### config.mk
export PLATFORM = sky130hd
export DESIGN_NAME = fifo_rd_packer
export DESIGN_NICKNAME = d
export VERILOG_FILES = /design/src/rtl/fifo_pkg.sv /design/src/rtl/fifo_out_slot.sv /design/src/rtl/fifo_rd_packer.sv
export SDC_FILE = /design/constraint.sdc
export NUM_CORES = 1
export LEC_CHECK = 0
export BUFFER_PORTS_ARGS = -buffer_cell sky130_fd_sc_hd__buf_2
export CORE_UTILIZATION = 31
export CTS_BUF_LIST = sky130_fd_sc_hd__clkbuf_16
export DETAILED_ROUTE_END_ITERATION = 7
export PLACE_DENSITY = 0.51
export SYNTH_ARGS = -nofsm -noshare
export SYNTH_HDL_FRONTEND = slang
export SYNTH_SLANG_ARGS = --single-unit
### constraint.sdc
create_clock -name clk -period 1.95 [get_ports clk]
set_input_delay 0.2925 -clock clk [delete_from_list [all_inputs] [get_ports clk]]
set_output_delay 0.2925 -clock clk [all_outputs]
set_load 0.05 [all_outputs]
### src/rtl/fifo_pkg.sv
// Shared types and helpers for the FIFO read-side packer.
// Holds the FIFO byte width, the packer FSM states and the keep-mask helper.
package fifo_pkg;

    localparam int FIFO_DW   = 8;
    localparam int MAX_BYTES = 8;

    typedef enum logic [1:0] {
        RUN,
        DRAIN,
        EMIT
    } pack_state_e;

    // Lane mask with the low cnt bits set.
    function automatic logic [MAX_BYTES-1:0] keep_mask(input int cnt);
        logic [MAX_BYTES-1:0] m;
        for (int i = 0; i < MAX_BYTES; i++) begin
            m[i] = (i < cnt);
        end
        return m;
    endfunction

endpackage

### src/rtl/fifo_out_slot.sv
// Single-entry valid/ready holding register for a packed word.
// Ports: i_load/i_data/i_keep/i_last fill the slot; i_ready drains it;
// o_valid/o_data/o_keep/o_last present the held word downstream.
module fifo_out_slot
    import fifo_pkg::*;
#(
    parameter int W = 32,
    parameter int K = 4
) (
    input  logic         clk,
    input  logic         rst,
    input  logic         i_load,
    input  logic [W-1:0] i_data,
    input  logic [K-1:0] i_keep,
    input  logic         i_last,
    input  logic         i_ready,
    output logic         o_valid,
    output logic [W-1:0] o_data,
    output logic [K-1:0] o_keep,
    output logic         o_last
);

    logic         r_valid;
    logic [W-1:0] r_data;
    logic [K-1:0] r_keep;
    logic         r_last;

    // A load wins over a same-edge accept: transfer and reload together.
    always_ff @(posedge clk) begin
        if (rst) begin
            r_valid <= 1'b0;
            r_data  <= '0;
            r_keep  <= '0;
            r_last  <= 1'b0;
        end else if (i_load) begin
            r_valid <= 1'b1;
            r_data  <= i_data;
            r_keep  <= i_keep;
            r_last  <= i_last;
        end else if (r_valid && i_ready) begin
            r_valid <= 1'b0;
        end
    end

    assign o_valid = r_valid;
    assign o_data  = r_data;
    assign o_keep  = r_keep;
    assign o_last  = r_last;

endmodule

### src/rtl/fifo_rd_packer.sv
// Drains bytes from a synchronous FIFO and packs them little-endian into
// BYTES-wide words on a valid/ready port; flush emits a partial word.
// Ports: clk, rst (sync, active-high); fifo_empty/fifo_rdata/fifo_r_en to
// the FIFO; out_data/out_keep/out_last/out_valid/out_ready downstream;
// flush request, flush_done pulse, busy status.
module fifo_rd_packer
    import fifo_pkg::*;
#(
    parameter int DATA_W = FIFO_DW,
    parameter int BYTES  = 4
) (
    input  logic                    clk,
    input  logic                    rst,
    input  logic                    fifo_empty,
    input  logic [DATA_W-1:0]       fifo_rdata,
    output logic                    fifo_r_en,
    output logic [DATA_W*BYTES-1:0] out_data,
    output logic [BYTES-1:0]        out_keep,
    output logic                    out_last,
    output logic                    out_valid,
    input  logic                    out_ready,
    input  logic                    flush,
    output logic                    flush_done,
    output logic                    busy
);

    localparam int CW = $clog2(BYTES + 1);
    localparam int OW = DATA_W * BYTES;

    pack_state_e                   r_state;
    pack_state_e                   w_state_nxt;
    logic [CW-1:0]                 r_count;
    logic                          r_inflight;
    logic                          r_flush_done;
    logic [BYTES-1:0][DATA_W-1:0]  r_lanes;
    logic [BYTES-1:0][DATA_W-1:0]  w_lanes;
    logic [CW-1:0]                 w_count_land;
    logic                          w_full;
    logic                          w_slot_free;
    logic                          w_load;
    logic                          w_last;
    logic                          w_done;
    logic [MAX_BYTES-1:0]          w_kfull;
    logic [BYTES-1:0]              w_keep;
    logic [OW-1:0]                 w_data;

    // Count including the byte landing this cycle.
    assign w_count_land = r_count + {{(CW-1){1'b0}}, r_inflight};
    assign w_full       = (w_count_land == CW'(BYTES));
    assign w_slot_free  = !out_valid || out_ready;
    assign w_kfull      = keep_mask(int'(r_count));

    // Assembly with the landing byte merged in, so a word can complete
    // and load on the very edge its last byte arrives.
    always_comb begin
        w_lanes = r_lanes;
        for (int i = 0; i < BYTES; i++) begin
            if (r_inflight && (r_count == CW'(i))) begin
                w_lanes[i] = fifo_rdata;
            end
        end
    end

    always_ff @(posedge clk) begin
        if (rst) begin
            r_state <= RUN;
        end else begin
            r_state <= w_state_nxt;
        end
    end

    always_comb begin
        w_state_nxt = r_state;
        unique case (r_state)
            RUN:     if (flush) w_state_nxt = DRAIN;
            DRAIN:   if (!r_inflight) w_state_nxt = EMIT;
            EMIT:    if (w_done) w_state_nxt = RUN;
            default: w_state_nxt = RUN;
        endcase
    end

    always_comb begin
        w_load = 1'b0;
        w_last = 1'b0;
        w_done = 1'b0;
        w_keep = '1;
        unique case (r_state)
            RUN: begin
                if (w_full && w_slot_free) w_load = 1'b1;
            end
            DRAIN: ;
            EMIT: begin
                if (r_count == '0) begin
                    w_done = 1'b1;
                end else if (w_slot_free) begin
                    w_load = 1'b1;
                    w_last = 1'b1;
                    w_done = 1'b1;
                    w_keep = w_kfull[BYTES-1:0];
                end
            end
            default: ;
        endcase
    end

    // Unused lanes go out as zero.
    always_comb begin
        w_data = '0;
        for (int i = 0; i < BYTES; i++) begin
            w_data[i*DATA_W +: DATA_W] = w_keep[i] ? w_lanes[i] : '0;
        end
    end

    assign fifo_r_en = !rst && (r_state == RUN) && !fifo_empty && !flush
                       && (w_count_land < CW'(BYTES));

    always_ff @(posedge clk) begin
        if (rst) begin
            r_count      <= '0;
            r_inflight   <= 1'b0;
            r_flush_done <= 1'b0;
            r_lanes      <= '0;
        end else begin
            r_inflight   <= fifo_r_en;
            r_flush_done <= w_done;
            r_lanes      <= w_lanes;
            r_count      <= w_load ? '0 : w_count_land;
        end
    end

    fifo_out_slot #(
        .W (OW),
        .K (BYTES)
    ) u_slot (
        .clk     (clk),
        .rst     (rst),
        .i_load  (w_load),
        .i_data  (w_data),
        .i_keep  (w_keep),
        .i_last  (w_last),
        .i_ready (out_ready),
        .o_valid (out_valid),
        .o_data  (out_data),
        .o_keep  (out_keep),
        .o_last  (out_last)
    );

    assign flush_done = r_flush_done;
    assign busy       = r_inflight || (r_count != '0) || out_valid;

endmodule

==> results.md, run 1 <==
- Slowest Stage Delay on Critical Path: 0.33 ns
- Final net count: 339
- CTS tree: built
- Synth Area in Simple Gates: 0.139
- Worst setup path start: r_count[0]
- CP Cell Sequence: ha_1 > ha_2 > xor2_2 > buf_6 > nor3_4 > buf_6
- Tot GR Track Use: 0.157
- Placed instance area: 3210 sq um
- Post-route ant nets: 0
- Core area: 8380 sq um
- Number of H-tree levels: 3
- DR iter-0 viols: 92
- Final setup fails: 0
- Met2 routed wirelength: 3030 um
- Row cnt: 33
- Layout cells sized above 1: 0.322
- Final period utilization: 0.975
- Post-synth cell types: 31
- DRT Wirelength: 6510 um
- Post-Synth Adder-Cell Area: 0.00912
- Sequential share of power: 0.455
- Routed wl met3: 405 um
- Cell repeated most along the worst path: buf_6
- CP startpoint kind: flip-flop
- Int Power: 2.77 mW
- Skew final: 0.00376 ns
- Highest metal used: met4
- N_diodes: 0
- WP data required: 1.66 ns
- Finished Layout Cells: 434
- Placed instance count: 414
- Clock power share: 0.496
- Clock sink total: 77
- Gp weighted congestion: 0.736
- Max VDD drop: 0.000641 V
- Final worst setup slack: 0.0493 ns
- WP data arrival: 1.61 ns
- Largest family of logic cells by synthesized area: compound AO/OA/AOI/OAI gates
- Remaining DRCs: 0
- Slowest stage cell, crit path: dfxtp_2
- Status: finished, final reports clean
- Register area share after synthesis: 0.562
- Post-Synthesis Cells: 252
- Die area: 9230 sq um
- Pre-CTS setup slack: -0.390 ns
- Number of vias per cell: 4.81
- Register-to-Register Path Depth: 7
- Clk root buf: clkbuf_16
- Hold wc startpoint: flush
- Setup_tns: 0 ns
- Rel. slew slack: 0.729
- Synth Cell Area: 2740 sq um
- Post-Layout Inst Area: 3650 sq um
- Clock-pin slew on the worst setup and hold paths: 0.06 ns
- Comb pwr share: 0.049
- Die W: 96.1 um
- Xor/xnor share of the synthesized area: 0.00593
- Post-DR wirelength/cell: 15.0 um
- Final Hold Vio Count: 0
- Area leader, netlist: dfxtp_1
- Post-synthesis mux area share: 0.0912
- Clock buffer count from CTS: 9
- R2R Path End: u_slot.o_data[27]
- Worst-Margin Slew: 0.406 ns
- CP Class: flip-flop to primary output
- Cell leakage power: 1.57 nW
- Area share of the largest cell type after synthesis: 0.562
- Clock insertion delay at the later pin of the skew report: 0.33 ns
- Hold buffers post-CTS: 0
- Hold path cells: 2
- Mean Syn Cell Area: 10.9 sq um
- PD cells: 961 nW/um^2
- Max_cap viols: 0
- Hold Crit Class: input pin to flip-flop
- Min cycle time layout: 1.90 ns
- M1 WL: 3020 um
- Initial antenna violation count: 0
- Hold EP: r_inflight
- Port bufs: 53
- DR vias: 2088
- Area fraction in compound gates after synthesis: 0.150
- Sw Ratio: 0.210
- FF+latch count, synth: 77
- Switching Power: 0.736 mW
- Ys Warns: 0
- First-pass iteration count of the detailed router: 4
- Max Root-Sink Buffers: 2
- R2r setup slk: 0.16 ns
- Fmax: 526 MHz
- Area growth, synth to finish: 32.9%
- Max-slew violations: 0
- Syn Nets: 267
- DP HPWL: 4350 um
- Die span in y: 96.1 um
- Grt total ovfl: 0
- Fillers: 843
- Max Fanout on Critical Path: 4
- R2R Path Start: r_count[0]
- Initial Util: 0.327
- Vias in the first global route: 2050
- Worst setup EP type: primary output
- Pin count of the biggest net entering global routing: 30
- Io pins: 54
- Ranking of synthesized cells by area: dfxtp_1 56%, mux2i_1 9.1%, a22o_1 8.6%
- First-pass GRT wire length: 10600 um
-- cell type report --
cell class / instances / area (sq um) / area share
repair buffers: 77 / 485 / 0.133
well taps: 105 / 131 / 0.0360
clock buffers: 9 / 225 / 0.0618
multi-input cells: 158 / 1170 / 0.320
clock inverters: 7 / 91.3 / 0.0251
flip-flops and latches: 77 / 1540 / 0.423
inverters: 1 / 3.75 / 0.00103
-- worst max-delay path, delay by kind of cell (launching register included) --
family,cells,cell delay [ns]
fa+ha+maj,2,0.38
xor+xnor,1,0.16
buf+inv,2,0.31
flops,1,0.33
simple gates,1,0.11
-- placed cells by master, fill, tap and decap left out, drive strengths merged --
cell | Yosys | final
nor3b | 2 | 2
buf | 11 | 77
xor2 | 1 | 1
and4b | 1 | 1
clkbuf | 6 | 9
clkinvlp | 0 | 2
nor4b | 1 | 1
nand2 | 17 | 17
clkinv | 0 | 2
nor4 | 1 | 1
nor4bb | 2 | 2
o311a | 8 | 8
nand2b | 1 | 1
o21ai | 8 | 8
nor3 | 5 | 6
or4 | 1 | 1
ha | 2 | 2
a21oi | 11 | 11
nor2 | 28 | 28
inv | 1 | 2
a22o | 27 | 27
and3 | 2 | 2
bufinv | 0 | 2
nor2b | 2 | 2
or3 | 2 | 2
mux2i | 25 | 25
nand4 | 1 | 1
and2 | 3 | 3
nand4b | 1 | 1
dfxtp | 77 | 77
nand3 | 5 | 5
-- through the flow --
stage	util	hold WS [ns]	power, mW
after floorplan	-	0.372	1.72
after global placement	0.383	0.452	1.77
after detailed placement	0.383	0.457	1.77
after CTS	0.432	0.169	3.55
after global routing	0.435	0.198	3.63
final	0.435	0.191	3.50
-- state kept, by name, summed over array words and instances, names as in the netlist --
| name | cells |
|---|---|
| r_lanes | 32 |
| r_count | 3 |
| u_slot.o_valid | 1 |
| r_inflight | 1 |
| u_slot.o_last | 1 |
| flush_done | 1 |
| u_slot.o_keep | 4 |
| r_state | 2 |
| u_slot.o_data | 32 |
-- cell families after synthesis --
kind of cell	after synthesis
DFF	77
muxes	25
buffers and inverters	18
AOI/OAI and AO/OA	54
xor gates and xnor gates	1
and+or+nand+nor	75
adders and majority gates	2
-- worst max path at each step --
stage / cells after the start / slack (ns) / endpoint
finish: 6 / 0.05 / fifo_r_en
CTS: 6 / 0.008 / fifo_r_en
global placement: 6 / -0.35 / u_slot.o_data[14]
detailed placement: 6 / -0.39 / u_slot.o_data[13]
global route: 6 / -0.005 / fifo_r_en
floorplan: 8 / 0.05 / u_slot.o_keep[2]
-- power by group through the flow --
stage               clock network, mW  logic (mW)  registers [mW]
floorplan                           0      0.0781            1.64
global placement                    0       0.142            1.63
detailed placement                  0       0.143            1.63
CTS                              1.79       0.168            1.59
global route                     1.85       0.186            1.60
finish                           1.74       0.172            1.60
-- per-layer routing --
| layer | global-route usage | up-vias |
|---|---|---|
| met3 | 0.0521 | 7 |
| met4 | 0.0373 | 0 |
| met2 | 0.252 | 49 |
| li1 | - | 1059 |
| met5 | 0 | - |
| met1 | 0.203 | 973 |
-- synthesized netlist by cell type --
| master | number |
|---|---|
| o21ai_0 | 8 |
| and3_4 | 1 |
| buf_6 | 6 |
| nand4b_1 | 1 |
| nor4b_1 | 1 |
| clkbuf_1 | 6 |
| xor2_2 | 1 |
| nor3_1 | 4 |
| or4_1 | 1 |
| nand2b_1 | 1 |
| nor4bb_1 | 2 |
| nor2_1 | 28 |
| and3_1 | 1 |
| ha_1 | 2 |
| o311a_1 | 8 |
| nand3_1 | 5 |
| or3_1 | 2 |
| nor3b_1 | 2 |
| nand4_1 | 1 |
| a22o_1 | 27 |
| buf_2 | 5 |
| mux2i_1 | 25 |
| and2_1 | 3 |
| nor4_1 | 1 |
| dfxtp_1 | 77 |
| nor2b_1 | 2 |
| nor3_4 | 1 |
| and4b_1 | 1 |
| inv_1 | 1 |
| nand2_1 | 17 |
| a21oi_1 | 11 |
-- repair_timing --
| action | 4_1_cts | 5_1_grt |
|---|---|---|
| pin swaps | 4 | 2 |
| endpoints found under the hold margin | 0 | 0 |
| endpoints found under the setup margin | 40 | 37 |
| buffers inserted | 4 | 0 |
| gates resized for setup | 14 | 5 |
| gates cloned | 1 | 0 |
Power figures use the tool's default switching activity.
==> run 2: changes to the inputs <==
--- a/config.mk
+++ b/config.mk
@@ -5,11 +5,11 @@
 export SDC_FILE = /design/constraint.sdc
 export NUM_CORES = 1
 export LEC_CHECK = 0
-export BUFFER_PORTS_ARGS = -buffer_cell sky130_fd_sc_hd__buf_2
 export CORE_UTILIZATION = 31
 export CTS_BUF_LIST = sky130_fd_sc_hd__clkbuf_16
 export DETAILED_ROUTE_END_ITERATION = 7
-export PLACE_DENSITY = 0.51
+export DONT_BUFFER_PORTS = 1
+export PLACE_DENSITY = 0.45
 export SYNTH_ARGS = -nofsm -noshare
 export SYNTH_HDL_FRONTEND = slang
 export SYNTH_SLANG_ARGS = --single-unit
==> run 2 against run 1 <==
Clock power fell by 4%. Total power decreased by 3.3%. Hold slack got worse by 0.17 ns. Via count decreased by 9.7%. Sequential power hardly changed. Critical path depth shrank 3. First-iteration DRC count decreased by 30%. Critical path type unchanged. Highest routed layer unchanged.
==> results.md, run 2 (synthesized netlist as in run 1, its figures left out) <==
- Vias in the first global route: 1886 (-8.0%)
- Remaining DRCs: 0 (unchanged)
- Initial Util: 0.327 (unchanged)
- Final Hold Vio Count: 0 (unchanged)
- Hold buffers post-CTS: 0 (unchanged)
- R2R Path Start: r_count[0]
- Unrepaired setup endpoints after global routing: false
- Fmax: 521 MHz (-0.90%)
- Max-slew violations: 0 (unchanged)
- Cell leakage power: 1.28 nW (-18%)
- Pin count of the biggest net entering global routing: 43 (+43%)
- Placed instance area: 2920 sq um (-9.0%)
- N_diodes: 0 (unchanged)
- Status: finished, final reports clean
- Worst setup EP type: primary output
- Fillers: 842 (-0.12%)
- Hold path cells: 1 (-1)
- Clock buffer count from CTS: 9 (unchanged)
- Worst path depth: 3 (-3)
- Io pins: 54 (unchanged)
- Hold wc startpoint: rst
- Tot GR Track Use: 0.160 (+0.00356)
- Final worst setup slack: 0.0320 ns (-0.0173 ns)
- CP Class: flip-flop to primary output
- WP data arrival: 1.63 ns (+0.02 ns)
- First-pass iteration count of the detailed router: 4 (unchanged)
- Initial antenna violation count: 0 (unchanged)
- Worst setup path start: r_count[1]
- Max Root-Sink Buffers: 2 (unchanged)
- Max VDD drop: 0.000458 V (-28%)
- Die W: 96.1 um (unchanged)
- Area growth, synth to finish: 23.3%
- DR iter-0 viols: 64 (-30%)
- First-pass GRT wire length: 10500 um (-0.84%)
- Pre-CTS setup slack: -0.412 ns (-0.0218 ns)
- Finished Layout Cells: 380 (-12%)
- DR vias: 1886 (-9.7%)
- Number of H-tree levels: 3 (unchanged)
- Die span in y: 96.1 um (unchanged)
- Final core occ: 0.403 (-0.0315)
- DP HPWL: 4220 um (-3.1%)
- Total power: 3.39 mW (-3.3%)
- Slowest Stage Delay on Critical Path: 0.47 ns (+0.14 ns)
- Placed instance count: 358 (-14%)
- Max Fanout on Critical Path: 3 (-1)
- Register-to-Register Path Depth: 9 (+2)
- CTS tree: built
- CP Cell Sequence: buf_6 > or3_4 > or3_4
- Grt total ovfl: 0 (unchanged)
- Number of vias per cell: 4.96 (+3.2%)
- Clk root buf: clkbuf_16
- Buffers & Inverters on Critical Path: 1 (-1)
- Post-DR wirelength/cell: 18.0 um (+20%)
- Hold EP: u_slot.o_valid
- DRT Wirelength: 6850 um (+5.2%)
- Row cnt: 33 (unchanged)
- FF/Latch Area: 1550 sq um (+0.16%)
- Post-route ant nets: 0 (unchanged)
- Max_cap viols: 0 (unchanged)
- Final net count: 285 (-16%)
- Multi-input gate area: 1190 sq um (+2.1%)
- Clock sink total: 77 (unchanged)
- Skew final: 0.00948 ns (+0.00572 ns)
- Clock insertion delay at the later pin of the skew report: 0.34 ns (about the same)
- Port bufs: 0 (-100%)
- CP startpoint kind: flip-flop
- Rel. slew slack: 0.609 (-0.119)
- Min cycle time layout: 1.92 ns (+0.0173 ns)
- Core area: 8380 sq um (unchanged)
- Worst-Margin Slew: 0.585 ns (+0.179 ns)
- Most common cell after layout, fill and taps aside: dfxtp_1
- R2R Path End: u_slot.o_data[12]
- Die area: 9230 sq um (unchanged)
- PD cells: 1000 nW/um^2 (+4.3%)
- WP data required: 1.66 ns (about the same)
- Post-Layout Inst Area: 3380 sq um (-7.2%)
- Gp weighted congestion: 0.696 (-5.4%)
- R2r setup slk: 0.12 ns (-0.04 ns)
- Hold Crit Class: input pin to flip-flop
- Cell repeated most along the worst path: or3_4
- Most frequent cells in the layout: 74 x dfxtp_1, 28 x nor2_1, 27 x a22o_1
- Slowest stage cell, crit path: or3_4
- Final setup fails: 0 (unchanged)
- Final period utilization: 0.984 (+0.00886)
- CP top delay family: simple AND/OR/NAND/NOR gates
- Clock-pin slew on the worst setup and hold paths: 0.06 ns (about the same)
- Layout cells sized above 1: 0.207 (-0.115)
[run 2: cell count changes in the layout (fill, tap and decap cells not counted), sizes merged]
cell,delta
buf,-54
bufinv,-1
clkinv,+1
clkinvlp,-1
inv,+1
[run 2: stage by stage]
step | TNS [ns] | hold slack (ns)
3_3_place_gp | -11.43 | 0.366
3_5_place_dp | -11.99 | 0.369
6_report | 0 | 0.0222
2_1_floorplan | 0 | 0.372
4_1_cts | 0 | 0.0121
5_1_grt | 0 | 0.00887
[run 2: how the worst max path moves through the flow]
stage / slack (ns) / to
after floorplan: 0.05 / u_slot.o_keep[2]
after global placement: -0.40 / u_slot.o_data[19]
after detailed placement: -0.41 / u_slot.o_data[16]
after CTS: 0.01 / u_slot.o_data[6]
after global routing: 0.003 / busy
final: 0.03 / busy
[run 2: repair_timing]
item                                   in CTS  in global routing
setup endpoints to repair                  33                 36
setup buffers                               6                  0
resized for setup                          15                  9
endpoints found under the hold margin       0                  0
gates cloned                                1                  0
pin swaps                                   4                  3
[run 2: layout make-up]
class | count | share of cell area
Sequential cell | 77 | 0.457
Multi-Input combinational cell | 158 | 0.352
Clock buffer | 9 | 0.0666
Timing Repair Buffer | 23 | 0.0629
Tap cell | 105 | 0.0388
Clock inverter | 7 | 0.0215
Inverter | 1 | 0.00111
[run 2: power by group]
part / leakage (nW) / internal (mW) / switching (mW)
Clock: 0.144 / 0.995 / 0.678
Sequential: 0.622 / 1.59 / 0.0185
Combinational: 0.512 / 0.0525 / 0.0594
[run 2: layer usage]
| metal | up-vias | share of wire | GRT usage |
|---|---|---|---|
| li1 | 945 | - | - |
| met1 | 882 | 0.48 | 0.205 |
| met2 | 48 | 0.44 | 0.243 |
| met3 | 11 | 0.069 | 0.0624 |
| met4 | 0 | 0.014 | 0.0597 |
| met5 | - | 0 | 0 |
==> run 3: changes to the inputs <==
--- a/config.mk
+++ b/config.mk
@@ -5,11 +5,13 @@
 export SDC_FILE = /design/constraint.sdc
 export NUM_CORES = 1
 export LEC_CHECK = 0
+export ABC_CLOCK_PERIOD_IN_PS = 1950
 export CORE_UTILIZATION = 31
 export CTS_BUF_LIST = sky130_fd_sc_hd__clkbuf_16
 export DETAILED_ROUTE_END_ITERATION = 7
 export DONT_BUFFER_PORTS = 1
 export PLACE_DENSITY = 0.45
+export RECOVER_POWER = 50
 export SYNTH_ARGS = -nofsm -noshare
 export SYNTH_HDL_FRONTEND = slang
 export SYNTH_SLANG_ARGS = --single-unit
==> run 3 against run 2 <==
Hold slack improved by 0.00072 ns. Worst setup slack improved by 0.0017 ns. Fmax hardly changed. Register-to-register slack is essentially flat. Combinational power hardly changed. Sequential share of layout area grew 0.19 points. Total power is 0.11% lower. Sequential cell count stayed put.
==> results.md, run 3 (synthesized netlist as in run 1, its figures left out) <==
- Status: finished, final reports clean
- Comb pwr share: 0.033 (about the same)
- WP data arrival: 1.62 ns (about the same)
- Post-DR wirelength/cell: 18.0 um (about the same)
- GR Util met3: 0.0624 (unchanged)
- Fmax: 522 MHz (about the same)
- DP HPWL: 4220 um (unchanged)
- Die W: 96.1 um (unchanged)
- Initial antenna violation count: 0 (unchanged)
- Die area: 9230 sq um (unchanged)
- Rel. slew slack: 0.585 (-0.0241)
- Final Hold Vio Count: 0 (unchanged)
- Max-slew violations: 0 (unchanged)
- Met1 Use GR: 0.205 (unchanged)
- Clock insertion delay at the later pin of the skew report: 0.34 ns (about the same)
- Int Power: 2.63 mW (about the same)
- Die span in y: 96.1 um (unchanged)
- Clock-pin slew on the worst setup and hold paths: 0.06 ns (about the same)
- Most common cell after layout, fill and taps aside: dfxtp_1
- Area growth, synth to finish: 22.8%
- N_diodes: 0 (unchanged)
- Total power: 3.39 mW (-0.11%)
- Hold buffers post-CTS: 0 (unchanged)
- Vias in the first global route: 1886 (unchanged)
- CP startpoint kind: flip-flop
- Final setup fails: 0 (unchanged)
- Number of H-tree levels: 3 (unchanged)
- Max Root-Sink Buffers: 2 (unchanged)
- Core area: 8380 sq um (unchanged)
- Min cycle time layout: 1.92 ns (-0.00172 ns)
- Number of vias per cell: 4.96 (-0.16%)
- Row cnt: 33 (unchanged)
- Skew final: 0.00990 ns (+0.000417 ns)
- Finished Layout Cells: 380 (unchanged)
- Grt total ovfl: 0 (unchanged)
- Layout cells sized above 1: 0.196 (-0.0109)
- DR iter-0 viols: 62 (-3.1%)
- Worst-Margin Slew: 0.622 ns (+0.0370 ns)
- DRT Wirelength: 6850 um (about the same)
- Switching Power: 0.753 mW (-0.41%)
- Sequential share of power: 0.474 (about the same)
- CP Class: flip-flop to primary output
- Worst setup EP type: primary output
- Unrepaired setup endpoints after global routing: false
- Placed instance count: 358 (unchanged)
- First-pass GRT wire length: 10500 um (unchanged)
- Pin count of the biggest net entering global routing: 43 (unchanged)
- DR vias: 1883 (-0.16%)
- WP data required: 1.66 ns (about the same)
- Met2 capacity usage during global routing: 0.243 (unchanged)
- Most used routing layer: met2
- Max_cap viols: 0 (unchanged)
- Setup_tns: 0 ns (unchanged)
- Io pins: 54 (unchanged)
- Sw Ratio: 0.222 (-0.000675)
- First-pass iteration count of the detailed router: 4 (unchanged)
- Final net count: 285 (unchanged)
- Most frequent cells in the layout: 74 x dfxtp_1, 28 x nor2_1, 27 x a22o_1
- Clock sink total: 77 (unchanged)
- PD cells: 1010 nW/um^2 (+0.30%)
- Cell leakage power: 1.27 nW (-0.69%)
- Remaining DRCs: 0 (unchanged)
- CTS tree: built
- Initial Util: 0.327 (unchanged)
- Port bufs: 0 (unchanged)
- Tot GR Track Use: 0.160 (unchanged)
- Final period utilization: 0.983 (about the same)
- R2r setup slk: 0.12 ns (about the same)
- Post-route ant nets: 0 (unchanged)
- Max VDD drop: 0.000461 V (+0.61%)
- Max Fanout on Critical Path: 3 (unchanged)
- Clk root buf: clkbuf_16
- Gp weighted congestion: 0.696 (unchanged)
- Clock buffer count from CTS: 9 (unchanged)
- Clock power share: 0.493 (about the same)
- Hold Crit Class: input pin to flip-flop
==> run 3: metrics by stage <==
step           setup WS [ns]  utilization  hold WS, ns  instance area [sq um]
6_report              0.0337        0.402       0.0229                   3370
5_1_grt              0.00354        0.402      0.00887                   3370
3_5_place_dp          -0.412        0.348        0.369                   2920
4_1_cts               0.0133        0.398       0.0121                   3330
2_1_floorplan         0.0457            -        0.372                   2750
3_3_place_gp          -0.398        0.348        0.366                   2920
==> run 3: cell type report <==
| cell class | count | area [sq um] |
|---|---|---|
| well taps | 105 | 131 |
| repair buffers | 23 | 205 |
| clock buffers | 9 | 225 |
| multi-input cells | 158 | 1180 |
| fillers | 847 | 5010 |
| inverters | 1 | 3.75 |
| flip-flops and latches | 77 | 1550 |
| clock inverters | 7 | 72.6 |
==> run 3: worst paths after layout <==
path,startpoint,endpoint,cells past startpoint
hold / removal,rst,u_slot.o_valid,1
hold reg to reg,r_lanes[25],r_lanes[25],2
setup reg to reg,r_count[0],u_slot.o_data[12],9
setup / recovery,r_count[1],busy,3
==> run 3: power by group through the flow <==
stage	Clock, mW	Sequential [mW]	Combinational [mW]
floorplan	0	1.64	0.0781
global placement	0	1.64	0.0866
detailed placement	0	1.64	0.0873
CTS	1.71	1.60	0.105
global route	1.76	1.61	0.121
finish	1.67	1.60	0.111
==> run 3: worst max-delay path, stage by stage (launching register included) <==
cell and delay [ns]:
dfxtp_2 0.34, buf_6 0.12, or3_4 0.37, or3_4 0.47
==> run 3: routing by layer <==
metal | routed length (um) | vias to the layer above
li1 | - | 948
met1 | 3270 | 875
met2 | 3000 | 49
met3 | 481 | 11
met4 | 102 | 0
met5 | 0 | -
==> run 3: timing repair <==
| item | 4_1_cts | 5_1_grt |
|---|---|---|
| pin swaps | 4 | 3 |
| cloned | 1 | 0 |
| setup buffers | 6 | 0 |
| gates resized for setup | 15 | 9 |
| setup endpoints to repair | 33 | 36 |
| endpoints found under the hold margin | 0 | 0 |
